[config.mk]
export PLATFORM = sky130hd
export DESIGN_NAME = mult_rr_scheduler_flat
export DESIGN_NICKNAME = d
export VERILOG_FILES = /design/src/rtl/mult_rr_scheduler_if.sv /design/src/rtl/mult_rr_scheduler.sv /design/src/flat_wrapper.sv
export SDC_FILE = /design/constraint.sdc
export NUM_CORES = 1
export LEC_CHECK = 0
export CAP_MARGIN = 20
export CORE_UTILIZATION = 28
export CTS_CLUSTER_SIZE = 28
export DETAILED_ROUTE_END_ITERATION = 7
export DONT_BUFFER_PORTS = 1
export PLACE_DENSITY = 0.4
export SETUP_SLACK_MARGIN = 0.2
export SKIP_CTS_REPAIR_TIMING = 1
export SYNTH_ARGS = -nofsm -noshare
export SYNTH_HDL_FRONTEND = slang
export SYNTH_SLANG_ARGS = --single-unit
[constraint.sdc]
create_clock -name clk -period 3.8 [get_ports clk]
set_input_delay 0 -clock clk [delete_from_list [all_inputs] [get_ports clk]]
set_output_delay 0 -clock clk [all_outputs]
set_load 0.01 [all_outputs]
[src/rtl/mult_rr_scheduler_if.sv]
// Requester and multiplier signals of the round-robin multiplier scheduler.
// The slave modport is the scheduler. The master modport is the requesters plus the multiplier.
interface mult_rr_scheduler_if #(
  parameter int unsigned DATA_BITWIDTH = 8,
  parameter int unsigned NUM_REQ       = 4
);
  logic [NUM_REQ-1:0]               req_valid;
  logic [NUM_REQ-1:0]               req_ready;
  logic [NUM_REQ*DATA_BITWIDTH-1:0] req_iact;
  logic [NUM_REQ*DATA_BITWIDTH-1:0] req_wght;
  logic [DATA_BITWIDTH-1:0]         mul_iact;
  logic [DATA_BITWIDTH-1:0]         mul_wght;
  logic [2*DATA_BITWIDTH-1:0]       mul_dout;
  logic [NUM_REQ-1:0]               rsp_valid;
  logic [2*DATA_BITWIDTH-1:0]       rsp_data;

  modport master (
    output req_valid, req_iact, req_wght, mul_dout,
    input  req_ready, mul_iact, mul_wght, rsp_valid, rsp_data
  );

  modport slave (
    input  req_valid, req_iact, req_wght, mul_dout,
    output req_ready, mul_iact, mul_wght, rsp_valid, rsp_data
  );
endinterface

[src/rtl/mult_rr_scheduler.sv]
// Round-robin scheduler that shares one pipelined multiplier among NUM_REQ requesters.
// Each issued op carries an ID tag through the pipeline so its product returns to the requester that issued it.
module mult_rr_scheduler #(
  parameter int unsigned DATA_BITWIDTH = 8,
  parameter int unsigned NUM_REQ       = 4,
  parameter int unsigned MUL_LAT       = 2
) (
  input  logic               clk,
  input  logic               rstN,
  input  logic               en,
  mult_rr_scheduler_if.slave bus,
  output logic               busy
);
  localparam int unsigned IdW = $clog2(NUM_REQ);

  logic [IdW-1:0]           rr_ptr_q, rr_ptr_d;
  logic [IdW-1:0]           grant_id, cand;
  logic                     found;
  logic [NUM_REQ-1:0]       grant;
  logic [DATA_BITWIDTH-1:0] op_iact, op_wght;
  logic [MUL_LAT-1:0]       tag_vld_q;
  logic [IdW-1:0]           tag_id_q [MUL_LAT];
  logic [NUM_REQ-1:0]       rsp_onehot;

  // Scan from rr_ptr upward with wrap-around. The first valid requester wins.
  // Gating the grant with rstN keeps the operands quiet while reset is held.
  always_comb begin
    found    = 1'b0;
    grant_id = '0;
    cand     = '0;
    for (int unsigned k = 0; k < NUM_REQ; k++) begin
      cand = IdW'((32'(rr_ptr_q) + k) % NUM_REQ);
      if (!found && en && rstN && bus.req_valid[cand]) begin
        found    = 1'b1;
        grant_id = cand;
      end
    end
    grant = '0;
    if (found) grant[grant_id] = 1'b1;
  end

  always_comb begin
    op_iact = '0;
    op_wght = '0;
    for (int i = 0; i < NUM_REQ; i++) begin
      if (grant[i]) begin
        op_iact = op_iact | bus.req_iact[i*DATA_BITWIDTH +: DATA_BITWIDTH];
        op_wght = op_wght | bus.req_wght[i*DATA_BITWIDTH +: DATA_BITWIDTH];
      end
    end
  end

  always_comb begin
    rr_ptr_d = rr_ptr_q;
    if (found) rr_ptr_d = (grant_id == IdW'(NUM_REQ - 1)) ? '0 : grant_id + 1'b1;
  end

  always_ff @(posedge clk or negedge rstN) begin
    if (!rstN) rr_ptr_q <= '0;
    else       rr_ptr_q <= rr_ptr_d;
  end

  // The tag pipe shifts every cycle with no stall. Its depth matches the multiplier latency.
  always_ff @(posedge clk or negedge rstN) begin
    if (!rstN) begin
      tag_vld_q <= '0;
      for (int i = 0; i < MUL_LAT; i++) tag_id_q[i] <= '0;
    end else begin
      tag_vld_q[0] <= found;
      tag_id_q[0]  <= grant_id;
      for (int i = 1; i < MUL_LAT; i++) begin
        tag_vld_q[i] <= tag_vld_q[i-1];
        tag_id_q[i]  <= tag_id_q[i-1];
      end
    end
  end

  always_comb begin
    rsp_onehot = '0;
    if (tag_vld_q[MUL_LAT-1]) rsp_onehot[tag_id_q[MUL_LAT-1]] = 1'b1;
  end

  assign bus.req_ready = grant;
  assign bus.mul_iact  = op_iact;
  assign bus.mul_wght  = op_wght;
  assign bus.rsp_valid = rsp_onehot;
  assign bus.rsp_data  = tag_vld_q[MUL_LAT-1] ? bus.mul_dout : '0;
  assign busy          = |tag_vld_q;
endmodule

[src/flat_wrapper.sv]
// flat-port wrapper written by rule: the top's interface ports become plain ports
module mult_rr_scheduler_flat 
#(
  parameter int unsigned DATA_BITWIDTH = 8,
  parameter int unsigned NUM_REQ       = 4,
  parameter int unsigned MUL_LAT       = 2
)
  (clk, rstN, en, busy, bus_req_valid, bus_req_iact, bus_req_wght, bus_mul_dout, bus_req_ready, bus_mul_iact, bus_mul_wght, bus_rsp_valid, bus_rsp_data);
  mult_rr_scheduler_if #(.DATA_BITWIDTH(DATA_BITWIDTH), .NUM_REQ(NUM_REQ)) bus_i ();
  input  logic clk;
  input  logic rstN;
  input  logic en;
  output logic busy;
  input wire logic [$bits(bus_i.req_valid)-1:0] bus_req_valid;
  input wire logic [$bits(bus_i.req_iact)-1:0] bus_req_iact;
  input wire logic [$bits(bus_i.req_wght)-1:0] bus_req_wght;
  input wire logic [$bits(bus_i.mul_dout)-1:0] bus_mul_dout;
  output wire logic [$bits(bus_i.req_ready)-1:0] bus_req_ready;
  output wire logic [$bits(bus_i.mul_iact)-1:0] bus_mul_iact;
  output wire logic [$bits(bus_i.mul_wght)-1:0] bus_mul_wght;
  output wire logic [$bits(bus_i.rsp_valid)-1:0] bus_rsp_valid;
  output wire logic [$bits(bus_i.rsp_data)-1:0] bus_rsp_data;
  assign bus_i.req_valid = bus_req_valid;
  assign bus_i.req_iact = bus_req_iact;
  assign bus_i.req_wght = bus_req_wght;
  assign bus_i.mul_dout = bus_mul_dout;
  assign bus_req_ready = bus_i.req_ready;
  assign bus_mul_iact = bus_i.mul_iact;
  assign bus_mul_wght = bus_i.mul_wght;
  assign bus_rsp_valid = bus_i.rsp_valid;
  assign bus_rsp_data = bus_i.rsp_data;
  mult_rr_scheduler #(.DATA_BITWIDTH(DATA_BITWIDTH), .NUM_REQ(NUM_REQ), .MUL_LAT(MUL_LAT)) u_core (.clk(clk), .rstN(rstN), .en(en), .bus(bus_i), .busy(busy));
endmodule
==> run summary, run 1 <==
The flow ran to the end, and the final reports show no timing, DRC or antenna violations. The floorplan core area came out at 0.00342 mm2. The average footprint of a synthesized cell came out at 7.82 um2. The critical path data required time is 3800 ps. The synthesized flop and latch total came out at 8. Summing all multi-input logic gate instances after layout gives 726 um2. The number of iterations in the first detailed-routing pass came out at 4. Setup violations remaining at the end of the flow were counted as 0. The first global-routing pass estimated 4370 um of wire. The number of buffers created by CTS is 3.

The routability congestion estimate came out at 0.846. The number of antenna violations at the first check in global routing came out at 0. The portion of the clock cycle consumed by the worst path in the final layout came out at 63.1%. The slew at the pin closest to its max-slew limit came out at 828 ps.

The library cell used most frequently in the layout, excluding fill and tap cells, is sky130_fd_sc_hd__a22oi_1. The die footprint came out at 0.00388 mm2. The total power per unit cell area came out at 292 mW/mm2.

The worst pin sits at a relative slew slack of 44.8%. At the later pin of the worst-skew pair, clock insertion delay measures 250 ps. The number of different library cells in the post-synthesis netlist came out at 28.

The number of DRC markers after the initial detailed-route iteration is 22. The part of the Yosys area used for sequential elements came out at 19.7%. Across all hold checks on the routed design, the worst slack comes to 20.4 ps. Power comes to 302 uW. Dividing the detail-routed via count by the number of cells gives 6.22. The width of the chip is 62.3 um. The number of antenna diodes in the final layout is 0. The cell area after synthesis came out at 0.00102 mm2. Walking the worst path, the cells encountered are a21o_1 -> a21oi_1 -> o221a_2 -> inv_2 -> ha_1 -> a22oi_1 -> a21oi_1.

The maximum VDD drop is 0.118 mV. The final layout net count is 214. The final critical delay including setup and external delays is 2400 ps. The area growth from synthesis to layout is 1.72%. The Yosys step of the flow raised 0 warnings.

The max-slew violation count is 0. The starting density of the core came out at 29.8%. After detailed routing, the number of remaining DRC violations is 0.

The clock arrives with 9.49 ps of skew. In the final layout, flip-flops and latches occupy 200 um2. The count of clock tree sinks came out at 8. The pin count of the biggest net entering global routing came out at 22. For this design the static power due to leakage is 0.000408 uW.

The fraction of layout instances using a drive strength above 1 came out at 14.0%. The worst hold path belongs to the class input pin to register. The total nets after synthesis is 221. The half-perimeter wire length of the detailed placement result is 2310 um. Data arrives at the worst endpoint at 2400 ps.

Setup repair after global routing left no endpoint under its margin. The core occupancy in the finished layout came out at 30.3%. For this design, the slowest cell found on the critical path is sky130_fd_sc_hd__ha_1. For this run, the total global-route usage over all layers was measured as 14.0%. The sum of negative setup slack is 0 ps. After clock tree synthesis, the clock-pin slew on the worst setup and hold paths is 60 ps. Max-cap violations in this run came to 0. The buffer depth of the longest clock path came out at 2. The number of endpoints with negative hold slack in the final report is 0. The overall via count from detail_route is 1038. Summed over all layers, the routed wires come to 2880 um.

The count of standard-cell rows came out at 21. The root buffer cell chosen for the clock tree is sky130_fd_sc_hd__clkbuf_4. The wire length per cell is 17.2 um. In the layout the commonest cells are 32 x sky130_fd_sc_hd__a22oi_1, 21 x sky130_fd_sc_hd__and2_1, 10 x sky130_fd_sc_hd__a21oi_2, 8 x sky130_fd_sc_hd__a21oi_1, 8 x sky130_fd_sc_hd__dfrtp_1. The top fanout value on the critical path came out at 17. The number of standard cells after synthesis came out at 130. The peak clock frequency supported by timing came out at 417 MHz.

STA classifies the critical path endpoint as a primary output. TritonCTS built the clock tree. The via count of the first global-routing pass is 1007.

The worst setup path is launched from a register. The remaining antenna violation count after routing came out at 0. The number of I/O port buffers is 0. The count of pins on the block boundary came out at 128. By startpoint and endpoint, the worst setup path is classified as register to primary output.

For this run, the slowest stage of the critical path takes 540 ps. The H-tree depth is 1. The layout has 362 filler cells.

By instance count, the cell type seen most on the critical path is sky130_fd_sc_hd__a21oi_1. The height of the die is 62.3 um. The total global routing overflow is 0.
==> stage by stage <==
step / instances / setup slack (ps) / cell area, um2
after detailed placement: 163 / 1680 / 1000
after CTS: 166 / 1400 / 1020
after global placement: 163 / 1710 / 1000
after floorplan: 130 / 1920 / 1020
final: 167 / 1400 / 1030
after global routing: 167 / 1170 / 1030
==> flip-flops by register name, summed over array words and instances, names as in the netlist <==
signal / count
u_core.rr_ptr_q: 2
u_core.tag_id_q: 4
u_core.tag_vld_q: 2
==> Yosys cell counts <==
cell type | number | area share [%]
sky130_fd_sc_hd__a21oi_1 | 8 | 3.9
sky130_fd_sc_hd__o21ai_1 | 1 | 0.49
sky130_fd_sc_hd__o221a_2 | 1 | 1.1
sky130_fd_sc_hd__a21oi_2 | 10 | 8.6
sky130_fd_sc_hd__inv_2 | 2 | 0.74
sky130_fd_sc_hd__nor4b_1 | 1 | 0.86
sky130_fd_sc_hd__dfrtp_1 | 8 | 20
sky130_fd_sc_hd__clkbuf_1 | 6 | 2.2
sky130_fd_sc_hd__or2_2 | 1 | 0.62
sky130_fd_sc_hd__a21o_1 | 3 | 2.2
sky130_fd_sc_hd__inv_1 | 3 | 1.1
sky130_fd_sc_hd__a22oi_1 | 32 | 24
sky130_fd_sc_hd__o2bb2ai_1 | 1 | 0.86
sky130_fd_sc_hd__and3_1 | 1 | 0.62
sky130_fd_sc_hd__buf_2 | 4 | 2.0
sky130_fd_sc_hd__and2_1 | 21 | 13
sky130_fd_sc_hd__a31oi_1 | 1 | 0.62
sky130_fd_sc_hd__a311oi_1 | 2 | 1.7
sky130_fd_sc_hd__nor2_1 | 6 | 2.2
sky130_fd_sc_hd__nand2_1 | 6 | 2.2
sky130_fd_sc_hd__and2b_1 | 1 | 0.74
sky130_fd_sc_hd__buf_6 | 2 | 2.2
sky130_fd_sc_hd__buf_4 | 1 | 0.74
sky130_fd_sc_hd__nor2b_1 | 1 | 0.62
sky130_fd_sc_hd__nor3b_1 | 1 | 0.74
sky130_fd_sc_hd__ha_1 | 4 | 4.9
sky130_fd_sc_hd__a22o_1 | 1 | 0.86
sky130_fd_sc_hd__and3b_1 | 1 | 0.86
==> power breakdown <==
group	switching [uW]	leakage, uW	internal [uW]
Sequential	18.2	0.000106	97.2
Combinational	74.0	0.000289	48.6
Clock	27.9	0.0000138	36.1
Total	120	0.000408	182
==> per-layer routing <==
| layer | wire (um) | global-route usage [%] | share of wire, % | up-vias |
|---|---|---|---|---|
| met5 | 0 | 0 | 0 | - |
| met4 | 53 | 6.10 | 1.8 | 0 |
| met3 | 240 | 2.39 | 8.3 | 4 |
| met2 | 1590 | 28.6 | 55 | 99 |
| met1 | 996 | 13.3 | 35 | 472 |
| li1 | - | - | - | 463 |
==> path summary, 6_finish.rpt <==
check	start	end	slack, ps	cells past startpoint
max in group asynchronous	rstN	u_core.tag_id_q[1]	3430	1
max	u_core.rr_ptr_q[1]	bus_mul_iact[7]	1400	7
max reg2reg	u_core.rr_ptr_q[0]	u_core.rr_ptr_q[1]	2250	7
min	bus_req_valid[3]	u_core.tag_id_q[3]	20	1
min in group asynchronous	rstN	u_core.tag_id_q[2]	100	1
min reg2reg	u_core.tag_id_q[2]	u_core.tag_id_q[0]	360	0
==> critical path, delay by kind of cell, from the launching register on <==
family          cells  cell delay (ps)
compound gates      5             1040
buf+inv             1               70
flops               1              500
fa+ha+maj           1              540
==> cells by family (layout without fill, tap and decap cells) <==
| group | after synthesis | after routing | synth area share (%) |
|---|---|---|---|
| AOI/OAI and AO/OA | 60 | 60 | 44.0 |
| buffers and inverters | 18 | 9 | 8.98 |
| adders and majority gates | 4 | 4 | 4.92 |
| DFF | 8 | 8 | 19.7 |
| and+or+nand+nor | 40 | 40 | 22.4 |
==> cell type report <==
cell class / instances / share of cell area (%)
Multi-Input combinational cell: 104 / 70.1
Timing Repair Buffer: 1 / 0.967
Sequential cell: 8 / 19.3
Inverter: 5 / 1.81
Clock buffer: 3 / 2.18
Tap cell: 46 / 5.56
Power figures use the tool's default switching activity.
==> inputs of run 2 (changes only) <==
- PLACE_DENSITY: 0.4 -> 0.42
- clock period: 3.8 -> 2.1 ns (I/O delays scaled with it)
==> run 2 against run 1 <==
Sequential share of layout area decreased by 4.8 points. Final cell count increased by 9.6%. Design area increased by 33%. Sequential power increased by 77%. First-iteration DRC count unchanged. Clock power increased by 92%. Utilization increased by 10 points. Critical path depth increased by 1. Combinational power increased to 3.1 times the previous value. Global-route usage increased by 1.2 points. Sequential cell count unchanged.
==> run summary, run 2 (synthesis gave the netlist of run 1 again) <==
The flow ran to the end, and the final reports show no timing, DRC or antenna violations. The number of antenna violations at the first check in global routing came out at 0 (unchanged). The number of DRC markers after the initial detailed-route iteration came to 22 (unchanged).

The wire length per cell is 19.8 um (+15%). The antenna diode count came out at 0 (unchanged). The buffer and inverter count on the worst path is 1 (unchanged). TritonCTS built the clock tree.

The cell total after placement is 170 (+4.3%). The sum of negative setup slack came out at 0 ps (unchanged). The number of I/O port buffers is 0 (unchanged).

The clock network latency to the later pin of the worst-skew pair came to 260 ps (about the same). The delay contributed by the slowest stage of the critical path came out at 440 ps (-100 ps). The worst setup path is launched from a register.

The routed metal-1 wire length was 1290 um (+29%). The core occupancy in the finished layout came out at 40.4% (+10 points). The relative slew slack came out at 73.6% (+29 points). The height of the die came out at 62.3 um (unchanged). The overall via count from detail_route was 1118 (+7.7%).

The total power per unit cell area is 512 mW/mm2 (+76%). The number of buffers created by CTS is 3 (unchanged). The clock-pin slew of the registers on the worst-case setup and hold paths is 60 ps (about the same). Counting flops per register, the top entry is u_core.tag_id_q. The source of the critical timing path is u_core.rr_ptr_q[0]. The met2 wire length came to 2020 um (+27%). The width of the chip was 62.3 um (unchanged).

Traced cell by cell, the critical path runs through and2b_1 -> nor2_1 -> o21ai_2 -> a21o_1 -> ha_4 -> buf_12 -> a22oi_1 -> a21oi_2. Setup repair after global routing could not meet its margin everywhere. The most frequent standard cell in the layout excluding fill and tap cells is sky130_fd_sc_hd__a22oi_1. The routability congestion estimate is 0.845 (-0.11%). The fraction of layout instances using a drive strength above 1 is 45.3% (+31 points). The max-slew violation count is 0 (unchanged). The final instance count without filler cells came out at 183 (+9.6%). The floorplan core area is 0.00342 mm2 (unchanged). The H-tree depth came out at 1 (unchanged). The number of DRC violations after detailed routing is 0 (unchanged). The instance count on the critical path came out at 8 (+1). The total global routing overflow came out at 0 (unchanged). The half-perimeter wire length of the detailed placement result is 2530 um (+9.5%). The final layout net count is 230 (+7.5%). The critical path data required time is 2100 ps (-1700 ps). The number of violations of the max-capacitance limit is 0 (unchanged). The kind of cell with the highest combined delay along the critical path is compound AO/OA/AOI/OAI gates.

The top fanout value on the critical path was 12 (-5). The count of pins on the block boundary came to 128 (unchanged). The buffer depth of the longest clock path came out at 2 (unchanged). The number of iterations in the first detailed-routing pass is 4 (unchanged). The largest individual stage delay along the critical path comes from the cell sky130_fd_sc_hd__dfrtp_2.

The largest clock skew in the final design is 2.71 ps (-6.79 ps). The peak clock frequency supported by timing came out at 497 MHz. The reg-to-reg setup timing slack is 630 ps (-1620 ps). For the finished layout, the period the worst path requires is 2010 ps.

The last element of the critical path is bus_mul_wght[2]. The cell depth of the worst flop-to-flop path came out at 7 (unchanged). The startpoint identified for the worst register-to-register timing path is u_core.rr_ptr_q[0]. The count of clock tree sinks came out at 8 (unchanged). The static leakage came out at 0.000518 uW (+27%). The first-pass GRT wire length is 4690 um (+7.4%). The area growth from synthesis to layout is 35.7%. The slew at the pin closest to its max-slew limit is 395 ps (-433 ps). The number of endpoints with negative hold slack in the final report came out at 0 (unchanged).

The worst hold path belongs to the class input pin to register. The data arrival time at the worst-slack endpoint came out at 2010 ps (-390 ps). The remaining antenna violation count after routing is 0 (unchanged). The type of element capturing the critical path is a primary output. The pin count of the biggest net entering global routing was 22 (unchanged). The number of flip-flops under the largest register name is 4 (unchanged). The largest registers in the layout are u_core.tag_id_q: 4 flops, u_core.rr_ptr_q: 2 flops, u_core.tag_vld_q: 2 flops. The maximum VDD drop is 0.165 mV (+39%). The detail-routed via count per cell is 6.11 (-1.7%). The routed wire length on met3 was 265 um (+10%). The clock root buffer master is sky130_fd_sc_hd__clkbuf_4.

The die footprint is 0.00388 mm2 (unchanged). The global routing usage summed across all routing layers was 15.2% (+1.2 points). The number of endpoints failing setup at the final stage was 0 (unchanged). In the finished design, the share of the clock period the worst path needs comes to 95.8%. The total wire length is 3620 um (+26%). The detailed router used layers up to and including met4.

The via count of the first global-routing pass came out at 1027 (+2.0%). The starting density of the core is 29.8% (unchanged). The critical path is of the register to primary output type. The endpoint identified for the worst register-to-register timing path is u_core.rr_ptr_q[1].

Leaving out fill and tap cells, the most frequent cells in the layout are 20 x sky130_fd_sc_hd__a22oi_1, 19 x sky130_fd_sc_hd__and2_1, 17 x sky130_fd_sc_hd__a21oi_2, 12 x sky130_fd_sc_hd__a22oi_2, 9 x sky130_fd_sc_hd__buf_4. The count of standard-cell rows is 21 (unchanged).
-- run 2: cell types whose count changed in the layout (fill, tap and decap cells not counted), moves of 2 or more --
cell,previous run,this run
sky130_fd_sc_hd__ha_1,4,0
sky130_fd_sc_hd__a22oi_1,32,20
sky130_fd_sc_hd__ha_4,0,4
sky130_fd_sc_hd__a21oi_1,8,0
sky130_fd_sc_hd__a22oi_2,0,12
sky130_fd_sc_hd__buf_6,0,4
sky130_fd_sc_hd__and2_4,0,2
sky130_fd_sc_hd__and2_1,21,19
sky130_fd_sc_hd__buf_4,0,9
sky130_fd_sc_hd__a21oi_2,10,17
-- run 2: worst min path at each step --
stage	startpoint	end	slack, ps	cells after the start
after floorplan	rstN	u_core.rr_ptr_q[0]	-300	0
after global placement	rstN	u_core.tag_id_q[1]	-300	0
after detailed placement	rstN	u_core.tag_id_q[1]	-300	0
after CTS	rstN	u_core.tag_id_q[1]	-580	0
after global routing	bus_req_valid[3]	u_core.tag_id_q[3]	30	1
final	bus_req_valid[3]	u_core.tag_id_q[3]	30	1
-- run 2: power breakdown --
part	switching, uW	total [uW]	internal, uW
Combinational	205	382	176
Sequential	25.0	203	178
Clock	56.9	123	65.7
Total	287	707	420
-- run 2: worst reg2reg max path, stage by stage (launching register included) --
cell	delay, ps
sky130_fd_sc_hd__dfrtp_2	410
sky130_fd_sc_hd__and2b_1	210
sky130_fd_sc_hd__nor2_1	120
sky130_fd_sc_hd__o21ai_2	90
sky130_fd_sc_hd__a21oi_4	200
sky130_fd_sc_hd__ha_4	230
sky130_fd_sc_hd__nand2_1	50
sky130_fd_sc_hd__nand2_1	40
-- run 2: layout make-up --
type	instances	area (um2)
fillers	334	2040
multi-input cells	104	897
inverters	5	18.8
flip-flops and latches	8	201
repair buffers	17	183
well taps	46	57.6
clock buffers	3	22.5
-- run 2: stage by stage --
step	hold slack, ps	area (um2)	worst slack (ps)	power [uW]
2_1_floorplan	-296	1020	223	405
3_3_place_gp	-295	1070	278	447
3_5_place_dp	-295	1070	215	454
4_1_cts	-579	1090	-79.1	582
5_1_grt	29.0	1380	-13.6	751
6_report	30.8	1380	89.1	707
-- run 2: routing by layer --
metal	up-vias	global-route usage [%]
met5	-	0
met4	0	4.36
met3	6	4.41
met2	92	30.1
met1	523	14.9
li1	497	-
